[config.mk]
export PLATFORM = sky130hd
export DESIGN_NAME = alsu_gen_flat
export DESIGN_NICKNAME = d
export VERILOG_FILES = /design/src/rtl/alsu_gen_pkg.sv /design/src/rtl/alsu_gen_if.sv /design/src/rtl/alsu_gen_datapath.sv /design/src/rtl/alsu_gen.sv /design/src/flat_wrapper.sv
export SDC_FILE = /design/constraint.sdc
export NUM_CORES = 1
export LEC_CHECK = 0
export BUFFER_PORTS_ARGS = -buffer_cell sky130_fd_sc_hd__buf_2
export CAP_MARGIN = 20
export CORE_MARGIN = 2
export CORE_UTILIZATION = 50
export CTS_BUF_LIST = sky130_fd_sc_hd__clkbuf_16
export DETAILED_ROUTE_END_ITERATION = 7
export PLACE_DENSITY = 0.71
export SLEW_MARGIN = 15
export SYNTH_ARGS = -nofsm -noshare
export SYNTH_HDL_FRONTEND = slang
export SYNTH_SLANG_ARGS = --single-unit
[constraint.sdc]
create_clock -name clk -period 3.3 [get_ports clk]
set_input_delay 0.66 -clock clk [delete_from_list [all_inputs] [get_ports clk]]
set_output_delay 0.66 -clock clk [all_outputs]
set_load 0.05 [all_outputs]
[src/rtl/alsu_gen_pkg.sv]
// ============================================================================
// Module   : alsu_gen_pkg
// Purpose  : Opcode encoding and invalid-operation decode shared by alsu_gen.
// Revision : 1.0
// ============================================================================
`default_nettype none

package alsu_gen_pkg;

    typedef enum logic [2:0] {
        OR     = 3'd0,
        XOR    = 3'd1,
        ADD    = 3'd2,
        MULT   = 3'd3,
        SHIFT  = 3'd4,
        ROTATE = 3'd5,
        INV6   = 3'd6,
        INV7   = 3'd7
    } opcode_e;

    // Reduction requests are only meaningful for the bitwise opcodes.
    function automatic logic is_invalid(opcode_e op, logic red_a, logic red_b);
        return (op == INV6) || (op == INV7) ||
               ((red_a || red_b) && !(op == OR || op == XOR));
    endfunction

endpackage

`default_nettype wire

[src/rtl/alsu_gen_if.sv]
// ============================================================================
// Module   : alsu_gen_if
// Purpose  : Operand/control inputs and result outputs of alsu_gen.
// Revision : 1.0
// ============================================================================
`default_nettype none

interface alsu_gen_if #(
    parameter int WIDTH = 3,
    parameter int ERR_W = 8
);
    localparam int OUT_W = 2 * WIDTH;
    localparam int SH_W  = $clog2(OUT_W);

    logic             in_valid;
    logic [WIDTH-1:0] A;
    logic [WIDTH-1:0] B;
    logic [2:0]       opcode;
    logic             red_op_A;
    logic             red_op_B;
    logic             bypass_A;
    logic             bypass_B;
    logic             direction;
    logic             serial_in;
    logic [SH_W-1:0]  shamt;
    logic             cin;
    logic [OUT_W-1:0] out;
    logic             out_valid;
    logic [OUT_W-1:0] leds;
    logic [ERR_W-1:0] err_cnt;

    modport master (
        output in_valid, A, B, opcode, red_op_A, red_op_B, bypass_A, bypass_B,
               direction, serial_in, shamt, cin,
        input  out, out_valid, leds, err_cnt
    );

    modport slave (
        input  in_valid, A, B, opcode, red_op_A, red_op_B, bypass_A, bypass_B,
               direction, serial_in, shamt, cin,
        output out, out_valid, leds, err_cnt
    );

endinterface

`default_nettype wire

[src/rtl/alsu_gen_datapath.sv]
// ============================================================================
// Module   : alsu_gen_datapath
// Purpose  : Stage-2 next-result logic. ALSU_GEN_FULL_ADDER_EN adds cin to ADD.
// Revision : 1.0
// ============================================================================
`default_nettype none

module alsu_gen_datapath
    import alsu_gen_pkg::*;
#(
    parameter  int WIDTH      = 3,
    parameter  int PRIORITY_A = 1,
    localparam int OUT_W      = 2 * WIDTH,
    localparam int SH_W       = $clog2(OUT_W)
) (
    input  wire logic [WIDTH-1:0] a_i,
    input  wire logic [WIDTH-1:0] b_i,
    input  wire logic [2:0]       opcode_i,
    input  wire logic             red_a_i,
    input  wire logic             red_b_i,
    input  wire logic             bypass_a_i,
    input  wire logic             bypass_b_i,
    input  wire logic             direction_i,
    input  wire logic             serial_in_i,
    input  wire logic [SH_W-1:0]  shamt_i,
    input  wire logic             cin_i,
    input  wire logic [OUT_W-1:0] out_q_i,
    output logic      [OUT_W-1:0] out_d_o,
    output logic                  invalid_o
);

    opcode_e            w_op;
    logic [OUT_W-1:0]   w_a_sx, w_b_sx, w_sum, w_prod, w_fill, w_shift, w_rot;
    logic [WIDTH-1:0]   w_byp_sel, w_red_sel;
    logic [SH_W-1:0]    w_rot_amt;
    logic [2*OUT_W-1:0] w_rot_l, w_rot_r;

    assign w_op   = opcode_e'(opcode_i);
    assign w_a_sx = {{(OUT_W-WIDTH){a_i[WIDTH-1]}}, a_i};
    assign w_b_sx = {{(OUT_W-WIDTH){b_i[WIDTH-1]}}, b_i};

    assign w_byp_sel = (bypass_a_i && (!bypass_b_i || PRIORITY_A != 0)) ? a_i : b_i;
    assign w_red_sel = (red_a_i && (!red_b_i || PRIORITY_A != 0)) ? a_i : b_i;

`ifdef ALSU_GEN_FULL_ADDER_EN
    assign w_sum = w_a_sx + w_b_sx + {{(OUT_W-1){1'b0}}, cin_i};
`else
    logic w_unused_cin;
    assign w_unused_cin = cin_i;
    assign w_sum        = w_a_sx + w_b_sx;
`endif

    assign w_prod = w_a_sx * w_b_sx;

    // Over-range amounts shift everything out and the mask becomes all ones,
    // so shamt >= OUT_W naturally yields a register full of serial_in.
    assign w_fill  = {OUT_W{serial_in_i}};
    assign w_shift = direction_i
                   ? ((out_q_i << shamt_i) | (w_fill & ~({OUT_W{1'b1}} << shamt_i)))
                   : ((out_q_i >> shamt_i) | (w_fill & ~({OUT_W{1'b1}} >> shamt_i)));

    assign w_rot_amt = SH_W'(32'(shamt_i) % OUT_W);
    assign w_rot_l   = {out_q_i, out_q_i} << w_rot_amt;
    assign w_rot_r   = {out_q_i, out_q_i} >> w_rot_amt;
    assign w_rot     = direction_i ? w_rot_l[2*OUT_W-1:OUT_W] : w_rot_r[OUT_W-1:0];

    always_comb begin
        invalid_o = is_invalid(w_op, red_a_i, red_b_i);
        out_d_o   = out_q_i;
        if (invalid_o) begin
            out_d_o = '0;
        end else if (bypass_a_i || bypass_b_i) begin
            out_d_o = {{(OUT_W-WIDTH){1'b0}}, w_byp_sel};
        end else begin
            case (w_op)
                OR:      out_d_o = (red_a_i || red_b_i)
                                 ? {{(OUT_W-1){1'b0}}, |w_red_sel}
                                 : {{(OUT_W-WIDTH){1'b0}}, a_i | b_i};
                XOR:     out_d_o = (red_a_i || red_b_i)
                                 ? {{(OUT_W-1){1'b0}}, ^w_red_sel}
                                 : {{(OUT_W-WIDTH){1'b0}}, a_i ^ b_i};
                ADD:     out_d_o = w_sum;
                MULT:    out_d_o = w_prod;
                SHIFT:   out_d_o = w_shift;
                ROTATE:  out_d_o = w_rot;
                default: out_d_o = '0;
            endcase
        end
    end

endmodule

`default_nettype wire

[src/rtl/alsu_gen.sv]
// ============================================================================
// Module   : alsu_gen
// Purpose  : Two-stage pipelined ALSU; ALSU_GEN_FULL_ADDER_EN enables ADD carry-in.
// Revision : 1.0
// ============================================================================
`default_nettype none

module alsu_gen
    import alsu_gen_pkg::*;
#(
    parameter int WIDTH      = 3,
    parameter int ERR_W      = 8,
    parameter int PRIORITY_A = 1
) (
    input  wire logic   clk,
    input  wire logic   rst_n,
    alsu_gen_if.slave   bus
);

    localparam int OUT_W = 2 * WIDTH;
    localparam int SH_W  = $clog2(OUT_W);

    logic             s1_valid_q;
    logic [WIDTH-1:0] a_q, b_q;
    logic [2:0]       opcode_q;
    logic             red_a_q, red_b_q, byp_a_q, byp_b_q;
    logic             dir_q, si_q, cin_q;
    logic [SH_W-1:0]  shamt_q;

    logic [OUT_W-1:0] out_q, leds_q, out_d;
    logic             out_valid_q, w_invalid;
    logic [ERR_W-1:0] err_cnt_q;

    always_ff @(posedge clk or negedge rst_n) begin
        if (!rst_n) begin
            s1_valid_q <= 1'b0;
            a_q        <= '0;
            b_q        <= '0;
            opcode_q   <= '0;
            red_a_q    <= 1'b0;
            red_b_q    <= 1'b0;
            byp_a_q    <= 1'b0;
            byp_b_q    <= 1'b0;
            dir_q      <= 1'b0;
            si_q       <= 1'b0;
            shamt_q    <= '0;
            cin_q      <= 1'b0;
        end else begin
            s1_valid_q <= bus.in_valid;
            a_q        <= bus.A;
            b_q        <= bus.B;
            opcode_q   <= bus.opcode;
            red_a_q    <= bus.red_op_A;
            red_b_q    <= bus.red_op_B;
            byp_a_q    <= bus.bypass_A;
            byp_b_q    <= bus.bypass_B;
            dir_q      <= bus.direction;
            si_q       <= bus.serial_in;
            shamt_q    <= bus.shamt;
            cin_q      <= bus.cin;
        end
    end

    alsu_gen_datapath #(
        .WIDTH      (WIDTH),
        .PRIORITY_A (PRIORITY_A)
    ) u_datapath (
        .a_i         (a_q),
        .b_i         (b_q),
        .opcode_i    (opcode_q),
        .red_a_i     (red_a_q),
        .red_b_i     (red_b_q),
        .bypass_a_i  (byp_a_q),
        .bypass_b_i  (byp_b_q),
        .direction_i (dir_q),
        .serial_in_i (si_q),
        .shamt_i     (shamt_q),
        .cin_i       (cin_q),
        .out_q_i     (out_q),
        .out_d_o     (out_d),
        .invalid_o   (w_invalid)
    );

    // Bubbles hold the result state; only out_valid reflects them.
    always_ff @(posedge clk or negedge rst_n) begin
        if (!rst_n) begin
            out_q       <= '0;
            out_valid_q <= 1'b0;
            leds_q      <= '0;
            err_cnt_q   <= '0;
        end else begin
            out_valid_q <= s1_valid_q;
            if (s1_valid_q) begin
                out_q <= out_d;
                if (w_invalid) begin
                    leds_q <= ~leds_q;
                    if (err_cnt_q != {ERR_W{1'b1}})
                        err_cnt_q <= err_cnt_q + 1'b1;
                end else begin
                    leds_q <= '0;
                end
            end
        end
    end

    assign bus.out       = out_q;
    assign bus.out_valid = out_valid_q;
    assign bus.leds      = leds_q;
    assign bus.err_cnt   = err_cnt_q;

endmodule

`default_nettype wire

[src/flat_wrapper.sv]
// flat-port wrapper written by rule: the top's interface ports become plain ports
module alsu_gen_flat import alsu_gen_pkg::*;
#(
    parameter int WIDTH      = 3,
    parameter int ERR_W      = 8,
    parameter int PRIORITY_A = 1
)
  (clk, rst_n, bus_in_valid, bus_A, bus_B, bus_opcode, bus_red_op_A, bus_red_op_B, bus_bypass_A, bus_bypass_B, bus_direction, bus_serial_in, bus_shamt, bus_cin, bus_out, bus_out_valid, bus_leds, bus_err_cnt);
  alsu_gen_if #(.WIDTH(WIDTH), .ERR_W(ERR_W)) bus_i ();
  input  wire logic clk;
  input  wire logic rst_n;
  input wire logic [$bits(bus_i.in_valid)-1:0] bus_in_valid;
  input wire logic [$bits(bus_i.A)-1:0] bus_A;
  input wire logic [$bits(bus_i.B)-1:0] bus_B;
  input wire logic [$bits(bus_i.opcode)-1:0] bus_opcode;
  input wire logic [$bits(bus_i.red_op_A)-1:0] bus_red_op_A;
  input wire logic [$bits(bus_i.red_op_B)-1:0] bus_red_op_B;
  input wire logic [$bits(bus_i.bypass_A)-1:0] bus_bypass_A;
  input wire logic [$bits(bus_i.bypass_B)-1:0] bus_bypass_B;
  input wire logic [$bits(bus_i.direction)-1:0] bus_direction;
  input wire logic [$bits(bus_i.serial_in)-1:0] bus_serial_in;
  input wire logic [$bits(bus_i.shamt)-1:0] bus_shamt;
  input wire logic [$bits(bus_i.cin)-1:0] bus_cin;
  output wire logic [$bits(bus_i.out)-1:0] bus_out;
  output wire logic [$bits(bus_i.out_valid)-1:0] bus_out_valid;
  output wire logic [$bits(bus_i.leds)-1:0] bus_leds;
  output wire logic [$bits(bus_i.err_cnt)-1:0] bus_err_cnt;
  assign bus_i.in_valid = bus_in_valid;
  assign bus_i.A = bus_A;
  assign bus_i.B = bus_B;
  assign bus_i.opcode = bus_opcode;
  assign bus_i.red_op_A = bus_red_op_A;
  assign bus_i.red_op_B = bus_red_op_B;
  assign bus_i.bypass_A = bus_bypass_A;
  assign bus_i.bypass_B = bus_bypass_B;
  assign bus_i.direction = bus_direction;
  assign bus_i.serial_in = bus_serial_in;
  assign bus_i.shamt = bus_shamt;
  assign bus_i.cin = bus_cin;
  assign bus_out = bus_i.out;
  assign bus_out_valid = bus_i.out_valid;
  assign bus_leds = bus_i.leds;
  assign bus_err_cnt = bus_i.err_cnt;
  alsu_gen #(.WIDTH(WIDTH), .ERR_W(ERR_W), .PRIORITY_A(PRIORITY_A)) u_core (.clk(clk), .rst_n(rst_n), .bus(bus_i));
endmodule
==> results.rst <==
.. list-table::
   :header-rows: 1

   * - Metric
     - Value
   * - Ranking of synthesized cells by area
     - sky130_fd_sc_hd__dfrtp_1, sky130_fd_sc_hd__mux4_2, sky130_fd_sc_hd__ha_1, sky130_fd_sc_hd__mux2i_1, sky130_fd_sc_hd__fa_1
   * - Switch Pwr
     - around 0.6 mW
   * - Reg power frac
     - 40.8%
   * - Total Nets Final
     - 365
   * - Routed WL per cell
     - 16.6 um
   * - Cell type with the highest aggregate area in the netlist
     - sky130_fd_sc_hd__dfrtp_1
   * - Overall die width
     - 81.6 um
   * - Clock network fraction of design power
     - 29.3%
   * - Worst IR Drop VDD
     - 623 uV
   * - Top-Level Pins
     - 43
   * - Top routing layer used
     - met4
   * - Post-layout total power
     - 1.60 mW
   * - Mux contribution to synthesized area
     - 17.4%
   * - Switching power as a share of total power
     - 37.7%
   * - Setup ws final
     - 0.372 ns
   * - Aggregate routed wire length
     - 6620 um
   * - Count of TritonRoute iterations in the first routing pass
     - 4
   * - Post-cts hold buffer count
     - 0
   * - Achievable frequency
     - roughly 340 MHz
   * - Sort of element at the start of the critical path
     - register
   * - # rows
     - 28
   * - Total routing resource utilization after global routing
     - 21.1%
   * - Detailed placement HPWL
     - 4790 um
   * - Synth Area in Compound Gates
     - 13.6%
   * - Max Cap Violations
     - 0
   * - Sequential share of the synthesized area
     - roughly a third
   * - Tightest Pin Transition
     - 0.878 ns
   * - Combinational family with the most area after synthesis
     - multiplexers
   * - Crit share post-route
     - about nine tenths
   * - I/O Buffers
     - between 40 and 50
   * - RSZ-0062 raised after global routing
     - false
   * - Final hold slack
     - 0.465 ns
   * - # Post-CTS Setup Buffers
     - 0
   * - Synthesized instance count
     - 294
   * - Routability congestion estimate from global placement
     - 0.909
   * - Post-layout minimum cycle time
     - about 3 ns
   * - Worst min-delay path class
     - reg -> reg
   * - Leading cell types by count after synthesis
     - sky130_fd_sc_hd__dfrtp_1, sky130_fd_sc_hd__nand2_1, sky130_fd_sc_hd__inv_1, sky130_fd_sc_hd__nor2_1, sky130_fd_sc_hd__ha_1
   * - Leftover overflow at the end of global routing
     - 0
   * - CTS tree
     - done
   * - Part of the power in combinational logic
     - between 20 and 30%
   * - Hold Violations, Final
     - 0
   * - Clock input transition at the sequential cells of the worst setup and hold paths
     - 0.06 ns
   * - CTS root buffer
     - sky130_fd_sc_hd__clkbuf_16
   * - Number of placed cells counting well taps
     - 392
   * - Async set-reset flop share out of synthesis
     - 100%
   * - Routed vias
     - around 2,400
   * - Vias/cell
     - between 6 and 7
   * - Most frequent cell after synthesis
     - sky130_fd_sc_hd__dfrtp_1
   * - Detail Route met2 WL
     - about 3100 um
   * - Number of pins with negative max-slew slack in the final report
     - 0
   * - Critical Path RT
     - 3.46 ns
   * - Simple-gate share of the synthesized area
     - 16.3%
   * - Antenna diode count
     - 0
   * - Main synth FF type
     - sky130_fd_sc_hd__dfrtp_1
   * - Number of CTS-inserted buffers
     - 5
   * - Area growth from synthesis to final layout
     - 11.2%
   * - Total power per unit cell area
     - around 480 nW/um^2
   * - Clk sink count
     - 40
   * - 1st-iter DRT viols
     - 120
   * - Internal
     - between 0.9 and 1 mW
   * - Post-synthesis net count
     - 335
   * - Number of antenna violations at the first check in global routing
     - 0
   * - Routed wire length on met3
     - between 400 and 500 um
   * - First-pass GRT wire length
     - roughly 11,000 um
   * - Count of endpoints failing setup in the final report
     - 0
   * - Number of antenna-violating nets in the routed design
     - 0
   * - Post-Route Setup TNS
     - 0 ns
   * - Layout Skew
     - around 0.0058 ns
   * - Starting Density
     - 51.4%
   * - Seq cells post-synth
     - 40
   * - Number of DRC violations after detailed routing
     - 0
   * - Top cell type's share of synthesized area
     - 33.3%
   * - Layout cells sized above 1
     - 21.5%
   * - Count of flip-flops with a built-in enable after synthesis
     - 0
   * - Final standard cell count with taps included and fillers excluded
     - 400
   * - Number of resized instances in the post-cts repair step
     - 0
   * - DP Worst Slack
     - approximately 0.40 ns
   * - Static leakage
     - 1.53 nW
   * - Area of the placeable core
     - 5850 sq um
   * - Total routed wire length on the met1 layer
     - 2910 um
   * - Clock Tree Buf Depth
     - 2
   * - Max Fanout on Critical Path
     - 7
   * - Maximum number of pins on one net before global-route repair
     - a little over 40
   * - Number of H-tree levels
     - 2
   * - WP data arrival
     - 3.08 ns
   * - Average cell area after synthesis
     - about 10 sq um
   * - Type of the worst setup path
     - reg -> reg
   * - Synth Warn #
     - 0
   * - Result of the run
     - finished, final reports clean
   * - Number of distinct standard cells referenced by the synthesized netlist
     - 60
   * - Kind of end point of the critical path
     - register
   * - Post-Synth XOR/XNOR Area
     - 3.66%
   * - Area of the die
     - about 6700 sq um
   * - Worst-Skew Late Latency
     - around 0.28 ns
   * - Via count of the first global-routing pass
     - roughly 2,200
   * - Adder-cell share of the synthesized area
     - 9.15%
   * - Vert. Die Dim
     - 81.6 um
   * - Max transition margin
     - 41.5%
   * - Combined area of all synthesized cells
     - 3010 sq um
==> routing by layer <==
layer  GRT usage [%]  vias up
li1                -     1137
met1            30.1     1171
met2            32.5       87
met3            4.51       13
met4            6.17        0
met5               0        -
==> registers in the layout, indices dropped and copies added, names as in the netlist, 3 cells and up <==
name                count
u_core.bus.out          6
u_core.opcode_q         3
u_core.bus.err_cnt      8
u_core.a_q              3
u_core.b_q              3
u_core.bus.leds         6
u_core.shamt_q          3
==> cells by family after synthesis <==
logic type | after synthesis
simple gates | 93
compound gates | 57
buf+inv | 41
flops | 40
mux | 33
fa+ha+maj | 19
xor+xnor | 11
==> power groups by stage <==
stage	Sequential (mW)	Combinational, mW	Clock, mW
after floorplan	0.788	0.228	0
after global placement	0.658	0.473	0
after detailed placement	0.660	0.479	0
after CTS	0.654	0.481	0.480
after global routing	0.667	0.518	0.507
final	0.654	0.478	0.469
==> cell usage in the layout, fill, tap and decap left out, types with 3 or more instances in the layout <==
cell type,instances
sky130_fd_sc_hd__nor3_1,3
sky130_fd_sc_hd__nand3_1,8
sky130_fd_sc_hd__buf_2,41
sky130_fd_sc_hd__mux2_1,4
sky130_fd_sc_hd__o211ai_1,3
sky130_fd_sc_hd__o21ai_1,3
sky130_fd_sc_hd__xor2_1,4
sky130_fd_sc_hd__a31oi_1,6
sky130_fd_sc_hd__ha_1,14
sky130_fd_sc_hd__mux2i_1,13
sky130_fd_sc_hd__dfrtp_1,40
sky130_fd_sc_hd__nand2b_1,4
sky130_fd_sc_hd__o21ai_0,6
sky130_fd_sc_hd__o22ai_1,3
sky130_fd_sc_hd__inv_1,20
sky130_fd_sc_hd__a21oi_1,10
sky130_fd_sc_hd__mux4_2,11
sky130_fd_sc_hd__nand4_1,6
sky130_fd_sc_hd__and3_1,3
sky130_fd_sc_hd__nor3b_1,7
sky130_fd_sc_hd__o311ai_0,3
sky130_fd_sc_hd__a211oi_1,3
sky130_fd_sc_hd__nor2b_1,3
sky130_fd_sc_hd__xnor2_1,6
sky130_fd_sc_hd__clkbuf_16,5
sky130_fd_sc_hd__nand2_1,25
sky130_fd_sc_hd__nor2_1,20
sky130_fd_sc_hd__fa_1,5
sky130_fd_sc_hd__mux4_1,3
==> critical path: stages, from the launching register on <==
cell and delay [ns]:
sky130_fd_sc_hd__dfrtp_1 0.49, sky130_fd_sc_hd__nand2_1 0.19, sky130_fd_sc_hd__fa_1 0.57, sky130_fd_sc_hd__inv_1 0.04, sky130_fd_sc_hd__ha_1 0.28, sky130_fd_sc_hd__ha_1 0.21, sky130_fd_sc_hd__fa_1 0.36, sky130_fd_sc_hd__xnor3_1 0.19
sky130_fd_sc_hd__xnor2_1 0.17, sky130_fd_sc_hd__nand2_1 0.07, sky130_fd_sc_hd__a21oi_1 0.16, sky130_fd_sc_hd__o21ai_1 0.08
==> cell type report <==
type / count / area (sq um)
clock buffer: 5 / 125
timing repair buffer: 43 / 220
sequential: 40 / 1000
multi-input combinational: 213 / 1810
tap: 75 / 93.8
inverter: 21 / 78.8
fill: 479 / 2500
clock inverter: 3 / 17.5
==> stage by stage <==
stage               instance area [sq um]  util (%)
finish                               3350      57.2
global route                         3350      57.2
CTS                                  3350      57.2
detailed placement                   3200      54.8
global placement                     3200      54.8
floorplan                            3010         -
==> worst paths after layout <==
kind                                                     start                                end  slack, ns  cells after the start
worst max-delay path                   u_core.a_q[2]$_DFF_PN0_      u_core.bus.out[5]$_DFFE_PN0P_       0.37                     11
worst min-delay path            u_core.bus.leds[5]$_DFFE_PN0P_     u_core.bus.leds[5]$_DFFE_PN0P_       0.46                      1
worst max register to register         u_core.a_q[2]$_DFF_PN0_      u_core.bus.out[5]$_DFFE_PN0P_       0.37                     11
worst min register to register  u_core.bus.leds[5]$_DFFE_PN0P_     u_core.bus.leds[5]$_DFFE_PN0P_       0.46                      1
max in group asynchronous                                rst_n      u_core.bus.out[5]$_DFFE_PN0P_       2.25                      1
min in group asynchronous                                rst_n  u_core.bus.err_cnt[5]$_DFFE_PN0P_       0.50                      1
Note: power is estimated with default switching activity, not from simulation.
